**src/rtl/protocol_pkg.sv**
```systemverilog
// -----------------------------------------------------------------------------
// protocol_pkg
//
// MCU command-stream protocol: opcode encoding, header field layout and the
// payload length of each opcode.
//
// Header byte: [7:5] opcode, [4:0] index (voice, or envelope for SET_ENV).
// Payload bytes follow the header, most significant byte first.
// -----------------------------------------------------------------------------
package protocol_pkg;

  localparam int OPCODE_W   = 3;
  localparam int OPCODE_LSB = 5;
  localparam int INDEX_W    = 5;
  localparam int INDEX_LSB  = 0;

  // Wide enough for the longest payload (SET_ENV, 8 bytes).
  localparam int COUNT_W = 4;

  typedef enum logic [OPCODE_W-1:0] {
    OP_SET_FREQ  = 3'd0,
    OP_SET_AMP   = 3'd1,
    OP_SET_SHAPE = 3'd2,
    OP_NOTE_ON   = 3'd3,
    OP_NOTE_OFF  = 3'd4,
    OP_SET_ENV   = 3'd5,
    OP_NOP       = 3'd6,
    OP_RESERVED  = 3'd7
  } opcode_t;

  // Number of payload bytes that follow a header with this opcode.
  function automatic logic [COUNT_W-1:0] payload_len(opcode_t op, int width);
    logic [COUNT_W-1:0] len;
    len = '0;
    case (op)
      OP_SET_FREQ:  len = COUNT_W'(4);
      OP_SET_AMP:   len = COUNT_W'(width / 8);
      OP_SET_SHAPE: len = COUNT_W'(1);
      OP_SET_ENV:   len = COUNT_W'(8);
      default:      len = '0;
    endcase
    return len;
  endfunction

endpackage : protocol_pkg

```
**src/rtl/voice_param_decoder_pkg.sv**
```systemverilog
// -----------------------------------------------------------------------------
// voice_param_decoder_pkg
//
// Oscillator-side types shared by the decoder and the oscillator bank:
// waveform selection, envelope table entry, envelope table length and the
// position of the envelope-reset flag inside a voice command byte.
// -----------------------------------------------------------------------------
package voice_param_decoder_pkg;

  // Number of entries in the shared envelope table.
  localparam int ENVELOPE_LEN = 8;

  // Bit of a voice command byte that asks the oscillator to restart its envelope.
  localparam int ENVELOPE_RESET_BIT = 0;

  typedef enum logic [1:0] {
    SIN      = 2'd0,
    SQUARE   = 2'd1,
    SAW      = 2'd2,
    TRIANGLE = 2'd3
  } wave_shape;

  // One envelope segment: gain and how many samples it lasts (never 0).
  typedef struct packed {
    logic [31:0] gain;
    logic [31:0] duration;
  } envelope_t;

endpackage : voice_param_decoder_pkg

```
**src/rtl/voice_param_decoder_if.sv**
```systemverilog
// -----------------------------------------------------------------------------
// voice_param_decoder_if
//
// Byte-wide valid/ready stream from the MCU serial receiver into the decoder.
//   in_data  : command byte
//   in_valid : in_data holds a byte
//   in_ready : the sink takes the byte on a cycle where in_valid && in_ready
// Modports: master = byte source, slave = decoder.
// -----------------------------------------------------------------------------
interface voice_param_decoder_if;

  logic [7:0] in_data;
  logic       in_valid;
  logic       in_ready;

  modport master (output in_data, output in_valid, input in_ready);
  modport slave  (input in_data, input in_valid, output in_ready);

endinterface : voice_param_decoder_if

```
**src/rtl/voice_param_decoder_payload_shift_reg.sv**
```systemverilog
// -----------------------------------------------------------------------------
// payload_shift_reg
//
// 64-bit byte-wide shift register that assembles a command payload. Bytes
// arrive MSB first, so after k bytes the payload sits in word[8k-1:0].
//   clk, rst  : clock, asynchronous active-high reset
//   clear     : zero the word (start of a new frame); wins over shift_en
//   shift_en  : shift byte_in into the low byte
//   byte_in   : payload byte
//   word      : assembled payload
// -----------------------------------------------------------------------------
module payload_shift_reg (
  input  logic        clk,
  input  logic        rst,
  input  logic        clear,
  input  logic        shift_en,
  input  logic [7:0]  byte_in,
  output logic [63:0] word
);

  // NOTE: sequential state uses non-blocking (<=) so every flop samples the
  // pre-edge values; blocking here would make results depend on process order.
  always_ff @(posedge clk or posedge rst) begin
    if (rst) begin
      word <= '0;
    end else if (clear) begin
      word <= '0;
    end else if (shift_en) begin
      word <= {word[55:0], byte_in};
    end
  end

endmodule : payload_shift_reg

```
**src/rtl/voice_param_decoder.sv**
```systemverilog
// -----------------------------------------------------------------------------
// voice_param_decoder
//
// Decodes the MCU command byte stream into per-voice oscillator controls and
// a shared envelope table. A frame (header + payload) is assembled first and
// then committed to the register file in a single cycle, so the oscillator
// bank never sees a half-written parameter.
//
// Ports
//   clk, rst     : clock, asynchronous active-high reset
//   sample_tick  : one-cycle strobe at the oscillator sample boundary
//   bus          : command byte stream (slave side)
//   enable       : per-voice oscillator enable
//   freq         : per-voice 32-bit fixed-point frequency
//   amplitude    : per-voice amplitude, WIDTH bits
//   shape        : per-voice waveform
//   cmds         : per-voice command byte; only ENVELOPE_RESET_BIT is used
//   envelopes    : shared envelope table
//   err_count    : saturating count of malformed or aborted frames
//
// Build option
//   DECODER_TIMEOUT_EN : when defined, a frame whose payload stalls for
//                        TIMEOUT_CYCLES cycles is dropped and counted as an
//                        error. Undefined: the decoder waits forever.
// -----------------------------------------------------------------------------
module voice_param_decoder
  import voice_param_decoder_pkg::*;
  import protocol_pkg::*;
#(
  parameter int VOICES         = 8,
  parameter int WIDTH          = 24,
  parameter int TIMEOUT_CYCLES = 1024
) (
  input  logic                          clk,
  input  logic                          rst,
  input  logic                          sample_tick,
  voice_param_decoder_if.slave          bus,
  output logic [VOICES-1:0]             enable,
  output logic [VOICES-1:0][31:0]       freq,
  output logic [VOICES-1:0][WIDTH-1:0]  amplitude,
  output wave_shape                     shape [VOICES],
  output logic [VOICES-1:0][7:0]        cmds,
  output envelope_t                     envelopes [ENVELOPE_LEN],
  output logic [7:0]                    err_count
);

  typedef enum logic [1:0] {
    S_HEADER,
    S_PAYLOAD,
    S_COMMIT
  } state_t;

  state_t               state;
  state_t               state_next;
  opcode_t              op_q;
  logic [INDEX_W-1:0]   idx_q;
  logic [COUNT_W-1:0]   count_q;
  logic [63:0]          word;
  logic [VOICES-1:0]    env_reset_q;

  logic                 accept;
  opcode_t              hdr_op;
  logic [COUNT_W-1:0]   hdr_len;
  logic                 stall_hit;
  logic                 commit_err;
  logic                 commit_write;

  // in_ready depends only on the state register, never on in_data/in_valid.
  assign bus.in_ready = (state != S_COMMIT);
  assign accept       = bus.in_valid && bus.in_ready;
  assign hdr_op       = opcode_t'(bus.in_data[OPCODE_LSB +: OPCODE_W]);
  assign hdr_len      = payload_len(hdr_op, WIDTH);

  // ---------------------------------------------------------------------------
  // Payload stall watchdog
  // ---------------------------------------------------------------------------
`ifdef DECODER_TIMEOUT_EN
  localparam int STALL_W = $clog2(TIMEOUT_CYCLES + 1);

  logic [STALL_W-1:0] stall_q;

  // Counts idle cycles while waiting for payload; any accepted byte restarts it.
  always_ff @(posedge clk or posedge rst) begin
    if (rst) begin
      stall_q <= '0;
    end else if (state != S_PAYLOAD || accept) begin
      stall_q <= '0;
    end else begin
      stall_q <= stall_q + 1'b1;
    end
  end

  assign stall_hit = (state == S_PAYLOAD) && !accept &&
                     (int'(stall_q) == TIMEOUT_CYCLES - 1);
`else
  assign stall_hit = 1'b0;
`endif

  // ---------------------------------------------------------------------------
  // Frame FSM
  // ---------------------------------------------------------------------------
  always_ff @(posedge clk or posedge rst) begin
    if (rst) begin
      state <= S_HEADER;
    end else begin
      state <= state_next;
    end
  end

  // NOTE: every signal assigned in always_comb gets a default first, so no
  // path through the case leaves it unassigned and no latch is inferred.
  always_comb begin
    state_next = state;
    case (state)
      S_HEADER: begin
        if (accept) begin
          state_next = (hdr_len != '0) ? S_PAYLOAD : S_COMMIT;
        end
      end
      S_PAYLOAD: begin
        if (accept && count_q == COUNT_W'(1)) begin
          state_next = S_COMMIT;
        end else if (stall_hit) begin
          state_next = S_HEADER;
        end
      end
      S_COMMIT: state_next = S_HEADER;
      default:  state_next = S_HEADER;
    endcase
  end

  // Header fields and remaining payload count.
  always_ff @(posedge clk or posedge rst) begin
    if (rst) begin
      op_q    <= OP_NOP;
      idx_q   <= '0;
      count_q <= '0;
    end else if (accept) begin
      if (state == S_HEADER) begin
        op_q    <= hdr_op;
        idx_q   <= bus.in_data[INDEX_LSB +: INDEX_W];
        count_q <= hdr_len;
      end else begin
        count_q <= count_q - 1'b1;
      end
    end
  end

  payload_shift_reg u_payload (
    .clk      (clk),
    .rst      (rst),
    .clear    (accept && state == S_HEADER),
    .shift_en (accept && state == S_PAYLOAD),
    .byte_in  (bus.in_data),
    .word     (word)
  );

  // ---------------------------------------------------------------------------
  // Commit decision: out-of-range targets and the reserved opcode are errors;
  // their payload has already been consumed, only the write is dropped.
  // ---------------------------------------------------------------------------
  always_comb begin
    commit_err = 1'b0;
    if (state == S_COMMIT) begin
      case (op_q)
        OP_SET_ENV:  commit_err = !(int'(idx_q) < ENVELOPE_LEN);
        OP_NOP:      commit_err = 1'b0;
        OP_RESERVED: commit_err = 1'b1;
        default:     commit_err = !(int'(idx_q) < VOICES);
      endcase
    end
  end

  assign commit_write = (state == S_COMMIT) && !commit_err;

  // ---------------------------------------------------------------------------
  // Voice register file
  // ---------------------------------------------------------------------------
  always_ff @(posedge clk or posedge rst) begin
    if (rst) begin
      enable    <= '0;
      freq      <= '0;
      amplitude <= '0;
      for (int v = 0; v < VOICES; v++) begin
        shape[v] <= SIN;
      end
    end else if (commit_write) begin
      for (int v = 0; v < VOICES; v++) begin
        if (int'(idx_q) == v) begin
          case (op_q)
            OP_SET_FREQ:  freq[v]      <= word[31:0];
            OP_SET_AMP:   amplitude[v] <= word[WIDTH-1:0];
            OP_SET_SHAPE: shape[v]     <= wave_shape'(word[1:0]);
            OP_NOTE_ON:   enable[v]    <= 1'b1;
            OP_NOTE_OFF:  enable[v]    <= 1'b0;
            default:      ;
          endcase
        end
      end
    end
  end

  // Envelope-reset request. A NOTE_ON commit sets it and takes priority over
  // a tick in the same cycle, so the oscillator is guaranteed to see the
  // request on at least one later sample boundary before it is withdrawn.
  always_ff @(posedge clk or posedge rst) begin
    if (rst) begin
      env_reset_q <= '0;
    end else begin
      for (int v = 0; v < VOICES; v++) begin
        if (commit_write && op_q == OP_NOTE_ON && int'(idx_q) == v) begin
          env_reset_q[v] <= 1'b1;
        end else if (sample_tick) begin
          env_reset_q[v] <= 1'b0;
        end
      end
    end
  end

  always_comb begin
    cmds = '0;
    for (int v = 0; v < VOICES; v++) begin
      cmds[v][ENVELOPE_RESET_BIT] = env_reset_q[v];
    end
  end

  // ---------------------------------------------------------------------------
  // Envelope table. Duration 0 is stored as 1 so the envelope generator can
  // divide by it unconditionally.
  // ---------------------------------------------------------------------------
  // NOTE: the table is a small register array read in parallel by the
  // oscillators, so it is reset like any other flop; a RAM macro would not be.
  always_ff @(posedge clk or posedge rst) begin
    if (rst) begin
      for (int e = 0; e < ENVELOPE_LEN; e++) begin
        envelopes[e] <= '{gain: 32'd0, duration: 32'd1};
      end
    end else if (commit_write && op_q == OP_SET_ENV) begin
      for (int e = 0; e < ENVELOPE_LEN; e++) begin
        if (int'(idx_q) == e) begin
          envelopes[e].gain     <= word[63:32];
          envelopes[e].duration <= (word[31:0] == 32'd0) ? 32'd1 : word[31:0];
        end
      end
    end
  end

  // ---------------------------------------------------------------------------
  // Error counter (saturating)
  // ---------------------------------------------------------------------------
  always_ff @(posedge clk or posedge rst) begin
    if (rst) begin
      err_count <= '0;
    end else if ((commit_err || stall_hit) && err_count != 8'hFF) begin
      err_count <= err_count + 8'd1;
    end
  end

endmodule : voice_param_decoder

```
**src/flat_wrapper.sv**
```systemverilog
// flat-port wrapper written by rule: the top's interface ports become plain ports
module voice_param_decoder_flat import voice_param_decoder_pkg::*; import protocol_pkg::*;
#(
  parameter int VOICES         = 8,
  parameter int WIDTH          = 24,
  parameter int TIMEOUT_CYCLES = 1024
)
  (clk, rst, sample_tick, enable, freq, amplitude, shape, cmds, envelopes, err_count, bus_in_data, bus_in_valid, bus_in_ready);
  voice_param_decoder_if bus_i ();
  input  logic clk;
  input  logic rst;
  input  logic sample_tick;
  output logic [VOICES-1:0] enable;
  output logic [VOICES-1:0][31:0] freq;
  output logic [VOICES-1:0][WIDTH-1:0] amplitude;
  output wave_shape shape[VOICES];
  output logic [VOICES-1:0][7:0] cmds;
  output envelope_t envelopes[ENVELOPE_LEN];
  output logic [7:0] err_count;
  input wire logic [$bits(bus_i.in_data)-1:0] bus_in_data;
  input wire logic [$bits(bus_i.in_valid)-1:0] bus_in_valid;
  output wire logic [$bits(bus_i.in_ready)-1:0] bus_in_ready;
  assign bus_i.in_data = bus_in_data;
  assign bus_i.in_valid = bus_in_valid;
  assign bus_in_ready = bus_i.in_ready;
  voice_param_decoder #(.VOICES(VOICES), .WIDTH(WIDTH), .TIMEOUT_CYCLES(TIMEOUT_CYCLES)) u_core (.clk(clk), .rst(rst), .sample_tick(sample_tick), .bus(bus_i), .enable(enable), .freq(freq), .amplitude(amplitude), .shape(shape), .cmds(cmds), .envelopes(envelopes), .err_count(err_count));
endmodule
```
**config.mk**
```make
export PLATFORM = sky130hd
export DESIGN_NAME = voice_param_decoder_flat
export DESIGN_NICKNAME = d
export VERILOG_FILES = /design/src/rtl/protocol_pkg.sv /design/src/rtl/voice_param_decoder_pkg.sv /design/src/rtl/voice_param_decoder_if.sv /design/src/rtl/voice_param_decoder_payload_shift_reg.sv /design/src/rtl/voice_param_decoder.sv /design/src/flat_wrapper.sv
export SDC_FILE = /design/constraint.sdc
export NUM_CORES = 2
export LEC_CHECK = 0
export BUFFER_PORTS_ARGS = -buffer_cell sky130_fd_sc_hd__buf_4
export CAP_MARGIN = 15
export CORE_AREA = 2 2 414 416
export CTS_CLUSTER_SIZE = 12
export DETAILED_ROUTE_END_ITERATION = 8
export DIE_AREA = 0 0 416 418
export GPL_TIMING_DRIVEN = 0
export PLACE_DENSITY = 0.55
export SKIP_CTS_REPAIR_TIMING = 1
export SLEW_MARGIN = 25
export SYNTH_ARGS = -nofsm -noshare
export SYNTH_HDL_FRONTEND = slang
export SYNTH_SLANG_ARGS = --single-unit
```
**constraint.sdc**
```tcl
create_clock -name clk -period 29.1 [get_ports clk]
set_input_delay 1.455 -clock clk [delete_from_list [all_inputs] [get_ports clk]]
set_output_delay 1.455 -clock clk [all_outputs]
set_load 0.05 [all_outputs]
```
==> results_dict.tcl <==
set metrics [dict create \
    seq_area_frac_synth_pct 63.99 \
    p_sw_share_pct 27.33 \
    required_ns 29.78 \
    fp.dieH_um 418 \
    fmax_mhz 303.0 \
    critPathKind "reg -> reg" \
    numCtsBuffers 131 \
    async_flop_share_pct 100.0 \
    synth_ff_type "dfrtp_1" \
    grt_max_degree 33 \
    reg2reg_to "u_core.amplitude[0]$_DFFE_PP0P_" \
    holdPathEnd "u_core.envelopes[350]$_DFFE_PP0P_" \
    worstPathArrival_ns 3.98 \
    worst-path-max-fanout 10 \
    drive_above_1_share_pct 59.09 \
    core_area_sq_um 169100 \
    hp-class "reg -> reg" \
    grt_pass1_vias 27964 \
    power_switching_mw 0.9633 \
    rr_worst_depth 5 \
    antenna_found_initial 11 \
    port_buffers 1010 \
    fin_nets 3979 \
    synth.top_cells.by_area "dfrtp_1 (63%), mux2_2 (23%), mux2_4 (4.3%)" \
    p_per_area_nw_per_um2 60.60 \
    area_growth_pct 37.93 \
    synthMostInstantiatedCell "dfrtp_1" \
    clock_latency_ns 0.81 \
    max_cap_viol_count 0 \
    slew_viol_final 0 \
    fin_crit_ns 3.300 \
    status "complete, no violations" \
    ys_seq_elements 1078 \
    min_from "u_core.envelopes[350]$_DFFE_PP0P_" \
    grt_first_pass_wirelength_mm 235.2 \
    clock_path_buffers 3 \
    setup_viol 0 \
    yosysUniqueCellTypes 50 \
    synth_top_cell_by_area "dfrtp_1" \
    r2r_slack_ns 25.80 \
    fin_ws_ns 25.80 \
    leakage_nw 30.42 \
    drt-initial-drc-count 1541 \
    r2r-start "u_core.idx_q[3]$_DFFE_PP0P_" \
    dp.final_hpwl_mm 128.7 \
    synthCells 2718 \
    avgSynthCellArea_sq_um 15.52 \
    vias 27567 \
    dr.pass1.iters 5 \
    synth_edf_count 0 \
    p_comb_share_pct 8.3 \
    ys_top_cells_by_count "dfrtp_1 (1,068), mux2_2 (861), nand2_1 (167), mux2_4 (120), clkbuf_1 (109)" \
    fin_crit_sh_pct 11.34 \
    pre_cts_ws_ns 25.10 \
    min_path_cells 1 \
    routed_wl_mm 171.9 \
    rows 151 \
    routabilityCongestion 0.8274 \
    cts_tree "yes" \
    grtUsageTotal_pct 19.38 \
    rsz0062_at_grt "no" \
    slew_headroom_pct 25.29 \
    wire_per_inst_um 27.33 \
    cts.clk_slew.worst_paths_ns 0.05 \
    ios 1069 \
    die_w_um 416 \
    ant_nets 0 \
    root_buffer "clkbuf_16" \
    final.setup.tns_ns 0 \
    netlist_area_sq_um 42180 \
    viasPerCell 4.381 \
    yosysTopAreaCellShare_pct 63.37 \
    dieArea_sq_um 173900 \
    pwr-share-clk_pct 47.2 \
    intPower_mw 2.562 \
    cp-end-kind "flip-flop" \
    tightestPinTransition_ns 1.121 \
    worst_setup_path_start_kind "flip-flop" \
    hold_violations 0 \
    worst_ir_drop_vdd_v 0.00006717 \
    final_util_pct 34.40 \
    holdWs_ns 0.4899 \
    htreeDepth 4 \
    synth_warnings 0 \
    fin_skew_ns 0.02930 \
    finalInstanceArea_sq_um 58170 \
    seqPwrFrac_pct 44.5 \
    clock-sinks 1078 \
    initial_core_util_pct 24.94 \
    place_area_sq_um 53770 \
    drcViolationCount 0 \
    gr-total-overflow 0 \
]
## worst max-delay path by stage
stage	from	to	slack [ns]	cells past startpoint
floorplan	rst	u_core.amplitude[0]$_DFFE_PP0P_	12.78	1
global placement	rst	u_core.amplitude[0]$_DFFE_PP0P_	5.65	2
detailed placement	bus_in_valid	u_core.u_payload.word[40]$_DFFE_PP0P_	25.10	7
CTS	u_core.idx_q[3]$_DFFE_PP0P_	u_core.freq[253]$_DFFE_PP0P_	25.61	6
global route	u_core.idx_q[3]$_DFFE_PP0P_	u_core.freq[242]$_DFFE_PP0P_	25.57	6
finish	u_core.idx_q[3]$_DFFE_PP0P_	u_core.amplitude[0]$_DFFE_PP0P_	25.80	5
## cell type report
type,instances,area [sq um]
Clock inverter,46,585.6
Tap cell,2218,2775
Sequential cell,1078,26990
Antenna cell,7,17.52
Timing Repair Buffer,1058,8586
Buffer,271,1698
Clock buffer,190,3792
Fill cell,16711,110900
Inverter,14,56.30
Multi-Input combinational cell,1410,13670
## cells in the final DEF (no fill, tap or decap), drive strengths merged, types with 2 or more instances in the layout
master and n:
a21oi 14, a31oi 2, and4 2, buf 1219, bufinv 6, clkbuf 300
clkinv 29, clkinvlp 5, conb 56, dfrtp 1068, dfstp 10, diode 7
ha 3, inv 20, mux2 986, nand2 167, nand2b 3, nand3 8
nand3b 3, nand4 5, nor2 17, nor2b 4, nor3 8, nor3b 2
nor4 10, nor4b 3, o21ai 85, o22ai 10, or3 4, xnor2 2
xor2 4
## power by group through the flow
stage | Sequential (mW) | Combinational (mW) | Clock [mW]
2_1_floorplan | 1.59 | 0.145 | 0
3_3_place_gp | 1.60 | 0.278 | 0
3_5_place_dp | 1.60 | 0.301 | 0
4_1_cts | 1.57 | 0.302 | 1.71
5_1_grt | 1.57 | 0.318 | 1.77
6_report | 1.57 | 0.294 | 1.66
## worst max-delay path: stages, from the launching register on
cell     delay [ns]
dfrtp_1        0.49
or3_1          0.48
nor3_1         0.67
nand2_1        0.74
buf_2          0.46
mux2_2         0.31
## through the flow
step / std cells / power, mW
finish: 6292 / 3.525
global route: 6288 / 3.656
CTS: 6284 / 3.576
detailed placement: 6048 / 1.898
global placement: 6001 / 1.879
floorplan: 2773 / 1.737
## sequential cells by signal, summed over array words and instances (netlist names)
signal / count
u_core.u_payload.word: 64
u_core.count_q: 4
u_core.err_count: 8
u_core.shape: 16
u_core.amplitude: 192
u_core.freq: 256
u_core.state: 2
u_core.envelopes: 512
u_core.idx_q: 5
u_core.env_reset_q: 8
u_core.op_q: 3
u_core.enable: 8
## routing by layer
layer	wire length, um	up-vias	track usage, %	share of wire [%]
met1	69460	14609	23.28	40
met5	0	-	0	0
met2	87270	852	33.34	51
met3	9182	237	4.801	5.3
met4	6025	0	7.347	3.5
li1	-	11869	-	-
## logic make-up (layout without fill, tap and decap cells)
logic type               count (synthesis)  count (layout)  synth area share, %
buffers and inverters                  285            1579                4.106
multiplexers                           987             987                27.42
XOR/XNOR                                 6               6               0.1246
flip-flops                            1078            1078                63.99
AND/OR/NAND/NOR                        240             240                2.777
adder cells (fa/ha/maj)                  3               3              0.08901
AO/OA/AOI/OAI                          118             118                1.489
other                                    1              63             0.008891
Power figures use the tool's default switching activity.
